**config.mk**
```make
export PLATFORM = sky130hd
export DESIGN_NAME = parity_frame_rx
export DESIGN_NICKNAME = d
export VERILOG_FILES = /design/src/rtl/parity_frame_pkg.sv /design/src/rtl/parity_frame_rx_acc.sv /design/src/rtl/parity_frame_rx.sv
export SDC_FILE = /design/constraint.sdc
export NUM_CORES = 1
export LEC_CHECK = 0
export ABC_CLOCK_PERIOD_IN_PS = 1400
export CAP_MARGIN = 20
export CORE_ASPECT_RATIO = 1.1
export CORE_UTILIZATION = 48
export CTS_BUF_LIST = sky130_fd_sc_hd__clkbuf_16
export DETAILED_ROUTE_END_ITERATION = 16
export PLACE_DENSITY = 0.73
export SETUP_SLACK_MARGIN = 0.05
export SLEW_MARGIN = 20
export SYNTH_ARGS = -nofsm -noshare
export SYNTH_HDL_FRONTEND = slang
export SYNTH_SLANG_ARGS = --single-unit
```
**constraint.sdc**
```tcl
create_clock -name clk -period 1.4 [get_ports clk]
set_input_delay 0.14 -clock clk [delete_from_list [all_inputs] [get_ports clk]]
set_output_delay 0.14 -clock clk [all_outputs]
set_load 0.1 [all_outputs]
```
**src/rtl/parity_frame_pkg.sv**
```systemverilog
// Shared definitions for the parity-frame receiver: FSM state encoding,
// wire-level framing constants, error counter width and a 2-input XNOR
// helper that mirrors the team's xnor_gate cell.
package parity_frame_pkg;

    typedef enum logic [1:0] {
        IDLE = 2'd0,
        DATA = 2'd1,
        PAR  = 2'd2,
        STOP = 2'd3
    } state_e;

    localparam logic START_BIT = 1'b0;
    localparam logic STOP_BIT  = 1'b1;

    localparam int unsigned ERR_CNT_W = 16;

    // Behavioural model of the 2-input xnor_gate cell.
    function automatic logic xnor2(input logic a, input logic b);
        return ~(a ^ b);
    endfunction

endpackage

```
**src/rtl/parity_frame_rx_acc.sv**
```systemverilog
// parity_acc: running 1-bit parity accumulator built on the xnor_gate cell.
// The register is seeded with ODD_PAR on clear, so after the data bits it
// already holds the parity bit the transmitter should have sent.
// Ports:
//   clk, rst    clock, synchronous active-high reset
//   clr_i       reseed the accumulator (start of frame)
//   en_i        fold din_i into the accumulator
//   din_i       serial data bit
//   par_o       expected parity bit (registered)
module parity_acc
    import parity_frame_pkg::*;
#(
    parameter bit ODD_PAR = 1'b0
) (
    input  logic clk,
    input  logic rst,
    input  logic clr_i,
    input  logic en_i,
    input  logic din_i,
    output logic par_o
);

    logic acc_q;
    logic acc_d;

    // XOR expressed through the XNOR cell: a ^ b == xnor(a, ~b).
    always_comb begin
        acc_d = acc_q;
        if (clr_i) begin
            acc_d = ODD_PAR;
        end else if (en_i) begin
            acc_d = xnor2(acc_q, ~din_i);
        end
    end

    always_ff @(posedge clk) begin
        if (rst) begin
            acc_q <= ODD_PAR;
        end else begin
            acc_q <= acc_d;
        end
    end

    assign par_o = acc_q;

endmodule

```
**src/rtl/parity_frame_rx.sv**
```systemverilog
// parity_frame_rx: serial receiver for start/data/parity/stop frames.
// Reassembles DATA_W bits (LSB first), checks parity and the stop bit, and
// pulses data_vld for one cycle with the word and its error flags.
// Ports:
//   clk, rst        clock, synchronous active-high reset
//   bit_vld, sdi    qualified serial input, one frame bit per bit_vld cycle
//   data_out        last received word
//   data_vld        one-cycle pulse when data_out/par_err/frm_err update
//   par_err         received parity bit disagreed with computed parity
//   frm_err         stop bit sampled as 0
//   busy            receiver is inside a frame
//   err_cnt         saturating error-frame count (PARITY_FRAME_RX_ERR_CNT_EN)
module parity_frame_rx
    import parity_frame_pkg::*;
#(
    parameter int unsigned DATA_W  = 8,
    parameter bit          ODD_PAR = 1'b0
) (
    input  logic              clk,
    input  logic              rst,
    input  logic              bit_vld,
    input  logic              sdi,
    output logic [DATA_W-1:0] data_out,
    output logic              data_vld,
    output logic              par_err,
    output logic              frm_err,
    output logic              busy
`ifdef PARITY_FRAME_RX_ERR_CNT_EN
    ,
    output logic [ERR_CNT_W-1:0] err_cnt
`endif
);

    localparam int unsigned        CNT_W    = (DATA_W > 1) ? $clog2(DATA_W) : 1;
    localparam logic [CNT_W-1:0]   LAST_BIT = CNT_W'(DATA_W - 1);

    state_e             state_q;
    logic [CNT_W-1:0]   bit_cnt_q;
    logic [DATA_W-1:0]  shift_q;
    logic               perr_q;
    logic [DATA_W-1:0]  data_out_q;
    logic               data_vld_q;
    logic               par_err_q;
    logic               frm_err_q;
    logic               busy_q;

    logic               acc_clr;
    logic               acc_en;
    logic               par_exp;

    // Accumulator is reseeded on the start bit and folds in each data bit.
    assign acc_clr = (state_q == IDLE) && bit_vld && (sdi == START_BIT);
    assign acc_en  = (state_q == DATA) && bit_vld;

    parity_acc #(
        .ODD_PAR (ODD_PAR)
    ) u_acc (
        .clk   (clk),
        .rst   (rst),
        .clr_i (acc_clr),
        .en_i  (acc_en),
        .din_i (sdi),
        .par_o (par_exp)
    );

`ifdef PARITY_FRAME_RX_ERR_CNT_EN
    logic [ERR_CNT_W-1:0] err_cnt_q;
    logic [ERR_CNT_W-1:0] err_cnt_d;
    logic                 frame_bad;

    // Counts frames delivered with either flag set, saturating at all-ones.
    assign frame_bad = perr_q | (sdi != STOP_BIT);
    assign err_cnt_d = (frame_bad && (err_cnt_q != {ERR_CNT_W{1'b1}}))
                     ? err_cnt_q + ERR_CNT_W'(1) : err_cnt_q;

    always_ff @(posedge clk) begin
        if (rst) begin
            err_cnt_q <= '0;
        end else if (bit_vld && (state_q == STOP)) begin
            err_cnt_q <= err_cnt_d;
        end
    end

    assign err_cnt = err_cnt_q;
`endif

    // Frame FSM; nothing advances on cycles without bit_vld.
    always_ff @(posedge clk) begin
        if (rst) begin
            state_q    <= IDLE;
            bit_cnt_q  <= '0;
            shift_q    <= '0;
            perr_q     <= 1'b0;
            data_out_q <= '0;
            data_vld_q <= 1'b0;
            par_err_q  <= 1'b0;
            frm_err_q  <= 1'b0;
            busy_q     <= 1'b0;
        end else begin
            data_vld_q <= 1'b0;
            if (bit_vld) begin
                case (state_q)
                    IDLE: begin
                        if (sdi == START_BIT) begin
                            state_q   <= DATA;
                            bit_cnt_q <= '0;
                            busy_q    <= 1'b1;
                        end
                    end
                    DATA: begin
                        shift_q[bit_cnt_q] <= sdi;
                        if (bit_cnt_q == LAST_BIT) begin
                            state_q <= PAR;
                        end else begin
                            bit_cnt_q <= bit_cnt_q + CNT_W'(1);
                        end
                    end
                    PAR: begin
                        perr_q  <= (sdi != par_exp);
                        state_q <= STOP;
                    end
                    STOP: begin
                        // Word is delivered even when flagged.
                        data_out_q <= shift_q;
                        par_err_q  <= perr_q;
                        frm_err_q  <= (sdi != STOP_BIT);
                        data_vld_q <= 1'b1;
                        busy_q     <= 1'b0;
                        state_q    <= IDLE;
                    end
                    default: begin
                        state_q <= IDLE;
                        busy_q  <= 1'b0;
                    end
                endcase
            end
        end
    end

    assign data_out = data_out_q;
    assign data_vld = data_vld_q;
    assign par_err  = par_err_q;
    assign frm_err  = frm_err_q;
    assign busy     = busy_q;

endmodule

```
Word-level counts from Yosys, hierarchy flattened
Cells that the tools add are included.
{ "totals": {"register_bits": 27, "out_inout_bits": 12, "elab_cells": 52} }
{ "op_classes": {"addsub": 1, "order_cmp": 2, "eq_ne": 8, "n_mux": 12, "bitwise_logic": 4, "reduce_logical": 15} }
{ "ops": {"columns": ["op", "count"], "rows": [
  ["$bwmux W8", 1],
  ["$pmux W2 S4", 1],
  ["$mux W3", 2],
  ["$pmux W3 S2", 1],
  ["$reduce_and A2 Y1", 3],
  ["$reduce_and A3 Y1", 2],
  ["$eq A2 B2 Y1 const B", 2],
  ["$logic_and A1 B1 Y1", 4],
  ["$lt A3 B4 Y1 const B", 1],
  ["$mux W2", 2],
  ["$ne A2 B2 Y1 const B", 2],
  ["$reduce_and A4 Y1", 1],
  ["$reduce_bool A2 Y1", 2],
  ["$reduce_or A2 Y1", 2],
  ["$add A3 B1 Y3 const B", 1],
  ["$demux W1 S3", 1],
  ["$eq A3 B3 Y1 const B", 1],
  ["$ge A3 B1 Y1 const B", 1],
  ["$mux W1", 3],
  ["$not A1 Y1", 3],
  ["$eq A2 B1 Y1 const B", 1],
  ["$logic_not A2 Y1", 1],
  ["$ne A2 B1 Y1 const B", 1],
  ["$pmux W1 S2", 1],
  ["other kinds (2)", 2]
]} }

Depth between registers and ports, before layout
{ "logic_depth": {"depth_word": 5, "mapped_depth": 7, "ltp_nobuf": 5} }

Hierarchy
From an unflattened synthesis, not the netlist that was laid out.
{ "hier_totals": {"hier_cells": 138, "area_unflattened_um2": 1248.7} }
{ "by_module_without_submodules": {"columns": ["mod", "n_inst", "cells_per_inst", "area_each_um2", "seq_area_each_um2"], "rows": [
  ["parity_frame_rx", 1, 134, 1198.6, 520.5],
  ["parity_acc", 1, 4, 50.0, 20.0]
]} }

Worst setup path before layout
No wires, ideal clock.
{ "synth_timing": {"path_type": "register to register", "startpoint": "register state_q[0]", "endpoint": "register state_q[0]", "setup_time_ns": 0.070, "arrival_time_ns": 1.362, "required_ns": 1.330, "setup_slack_ns": -0.033, "path_stages_with_launch": 6, "path_buffers": 0, "period_less_slack_ns": 1.433, "path_cell_list": "dfxtp_1 inv_1 ha_1 a21bo_4 or3_1 a21oi_1"} }
{ "synth_via": {"elab_chain_cells": 3, "elab_cells_between_ends": 8, "classes_between": "eq/ne: 5; mux: 1; reduce/logical: 2"} }
{ "synth_rtl": {"columns": ["element", "line", "text"], "rows": [
  ["start: declaration", "parity_frame_rx.sv:37", "state_e state_q;"],
  ["start signal: assignment", "parity_frame_rx.sv:90", "state_q <= IDLE;"],
  ["start signal: assignment", "parity_frame_rx.sv:105", "state_q <= DATA;"],
  ["start signal: assignment", "parity_frame_rx.sv:113", "state_q <= PAR;"],
  ["$eq A2 B1 Y1 or $logic_not A2 Y1 (tied branches)", "parity_frame_rx.sv:102", "case (state_q)"],
  ["$ne A2 B1 Y1 (no source line) or $ne A2 B2 Y1 (tied branches)", null, null],
  ["$reduce_and A3 Y1 (no source line)", null, null]
]} }
Parallel ways exist; a longest one is shown, timed or not.
A chain may end at the register's enable or synchronous reset.

Worst setup path after layout
{ "layout_timing": {"startpoint": "register state_q[1]", "endpoint": "register shift_q[4]"} }
{ "layout_via": {"elab_chain_cells": 2} }
{ "layout_rtl": {"columns": ["element", "line", "text"], "rows": [
  ["$eq A2 B1 Y1", "parity_frame_rx.sv:102", null],
  ["$reduce_and A2 Y1 (no source line)", null, null],
  ["end signal: indexed assignment", "parity_frame_rx.sv:111", "shift_q[bit_cnt_q] <= sdi;"],
  ["end: declaration", "parity_frame_rx.sv:39", "logic [DATA_W-1:0] shift_q;"]
]} }
Every way passes these cells.

==> flow_summary.yaml <==
floorplanning:
  fp.coreArea_sq_um: 2500
  io_pins: 16
  die_area_sq_um: 2850
  die_width_um: 51.0
  start_util_pct: 50.7
  die_h_um: 55.9
  rows: 19
cts:
  clk_pin_slew_ps: 70
  cts_sinks: 27
  cts_tree: "done"
  cts_buffer_depth: 2
  cts_hold_repair.buffers: 0
  cts_buffers: 3
  cts-root-buf: "clkbuf_16"
  clkLatencyLatePin_ps: 260
  htree_levels: 1
timing:
  setup_viol: 0
  rsz0062_at_grt: "yes"
  worst_pin_slew_ps: 293
  report.final.slew_viol_count: 0
  final.min_clock_period_ps: 1360
  relSlewSlack_pct: 80.5
  skew_ps: 4.67
  period_share_pct: 96.8
  hold_viol: 0
  tns_ps: 0
  fmax_mhz: 738
global_route:
  first_global_vias: 1034
  grt.overflow.total: 0
  grt_usage_pct: 20.8
  grt_max_degree: 17
  grt_pass1_wl_um: 4560
  antenna_found_initial: 0
worst_setup_path:
  worst-path-stages: 5
  critPathBufInv: 1
  cp-end-kind: "flop"
  slowest_stage: "nor4b_2"
  cp_slowest_stage_delay_ps: 330
  worst_ep_arrival_time_ps: 1550
  start_kind: "flop"
  ff2ff_path_depth: 5
  cp_cell_sequence: "inv_2 > ha_4 > nand2_1 > nor4b_2 > mux2i_1"
  crit_type: "flop to flop"
  worstPathMaxFanout: 6
  crit_family: "simple AND/OR/NAND/NOR gates"
  cp.required_ps: 1590
power:
  pwr-share-clk_pct: 38.0
  switching_share_pct: 24.7
  p_int_mw: 1.29
  p_switching_uw: 424
  p_seq_share_pct: 46.4
  irDropWorstVdd_mv: 0.891
  p_leak_nw: 0.660
  pwr-share-comb_pct: 15.6
  p_total_mw: 1.72
  p_per_area_nw_per_um2: 930
synthesis:
  syn_area_sq_um: 1270
  synthArstFlopShare_pct: 0
  ys_seq_elements: 27
  avgSynthCellArea_sq_um: 8.85
  syn_nets: 154
  yosysWarnings: 0
  synthCells: 143
  synth_edf_count: 0
  synth-main-ff-cell: "dfxtp_1"
  synth.yosys.seq_area_share_pct: 42.7
  synth_cell_types: 31
worst_hold_path:
  hold_depth: 2
  hp-class: "flop to flop"
routing:
  first_pass_iters: 4
  drtIter0Drc: 28
  dr_total_vias: 1078
  drc: 0
  routed_wl_um: 2830
  post_drt_wl_per_cell_um: 14.4
  final_antenna_net_count: 0
  vias_per_cell: 5.50
cells_and_area:
  layout-drive-gt1-share_pct: 36.4
  num_antenna_cells: 0
  area_delta_synth_final_pct: 45.9
  fin_nets: 177
  nFillCells: 169
  utilization_pct: 74.0
flow_run:
  maxCapViolations: 0
placement:
  dpl.hpwl_um: 1830
  place_congestion: 0.784
  portBuffers: 15
status:
  status: "finished clean"
==> logic make-up after synthesis <==
family                     synth area share [%]
and+or+nand+nor                            24.3
xor gates and xnor gates                  0.692
AOI/OAI and AO/OA                          14.7
muxes                                      5.53
buffers and inverters                      5.14
adders and majority gates                  6.92
DFF                                        42.7
==> metrics by stage <==
stage / std cells / worst slack (ps) / hold WS [ps] / cell area (sq um)
floorplan: 143 / 16.8 / 362 / 1270
global placement: 191 / -75.5 / 443 / 1630
detailed placement: 191 / -125 / 449 / 1630
CTS: 195 / 23.7 / 464 / 1720
global route: 196 / -61.0 / 482 / 1850
finish: 196 / 44.4 / 461 / 1850
==> cell usage in the layout, fill, tap and decap left out, types with 3 or more instances in the layout <==
cell type        instances
buf_4                   15
nand4_1                  3
nand2_1                 22
nand4b_1                 4
nor2_1                   4
o21ai_0                  3
nand3b_1                 4
dfxtp_1                 22
a21oi_1                 15
clkbuf_16                3
mux2i_1                  7
ha_4                     4
dfxtp_2                  4
buf_12                  12
clkdlybuf4s50_1          3
nand2b_1                 8
==> worst min-delay path: stages (launching register included) <==
cell and delay (ps):
dfxtp_1 310, nand2_1 50, a21oi_1 50
==> power groups by stage <==
stage / clock network (mW) / registers (mW) / logic [mW]
CTS: 0.661 / 0.795 / 0.224
floorplan: 0 / 0.836 / 0.112
detailed placement: 0 / 0.811 / 0.219
global placement: 0 / 0.810 / 0.213
finish: 0.653 / 0.797 / 0.269
global route: 0.700 / 0.798 / 0.289
==> synth_stat cells (2+ instances only) <==
library cell / number / area share [%]
dfxtp_1: 27 / 43
nand2_1: 23 / 6.8
a21oi_1: 17 / 6.7
nand2b_1: 8 / 4.0
clkbuf_1: 7 / 2.1
ha_1: 7 / 6.9
mux2i_1: 7 / 5.5
nor2_1: 5 / 1.5
buf_2: 4 / 1.6
nand3b_1: 4 / 2.4
nand4b_1: 4 / 2.8
o21ai_0: 4 / 1.6
nand4_1: 3 / 1.5
o31ai_1: 3 / 1.8
and2_1: 2 / 0.99
inv_1: 2 / 0.59
nor4b_1: 2 / 1.4
==> metal layers <==
layer / track usage (%) / wire length [um]
met5: 0 / 0
met4: 4.76 / 16
met3: 4.10 / 100
met2: 34.2 / 1390
met1: 27.7 / 1330
==> repair_timing <==
action	in CTS	in global routing
endpoints found under the setup margin	12	13
resized for setup	4	27
endpoints found under the hold margin	0	0
setup buffers	0	1
pin swaps	1	8
==> path summary, 6_finish.rpt <==
check	start	to	slack [ps]
worst min-delay path	shift_q[5]	data_out[5]	460
worst max-delay path	state_q[1]	shift_q[4]	40
worst min register to register	shift_q[5]	data_out[5]	460
worst max register to register	state_q[1]	shift_q[4]	40
==> sequential cells by signal (all words and copies together) (netlist names) <==
signal	cells
frm_err	1
bit_cnt_q	3
perr_q	1
state_q	2
u_acc.par_o	1
par_err	1
busy	1
shift_q	8
data_out	8
data_vld	1
==> layout make-up <==
type                    count  area [sq um]  area share [%]
inverters                   2          7.51           0.406
flip-flops and latches     27           549            29.7
multi-input cells         102           787            42.6
clock inverters             1          7.51           0.406
repair buffers             30           383            20.7
clock buffers               3          75.1            4.06
well taps                  31          38.8            2.10
(Power assumes the default switching activity.)
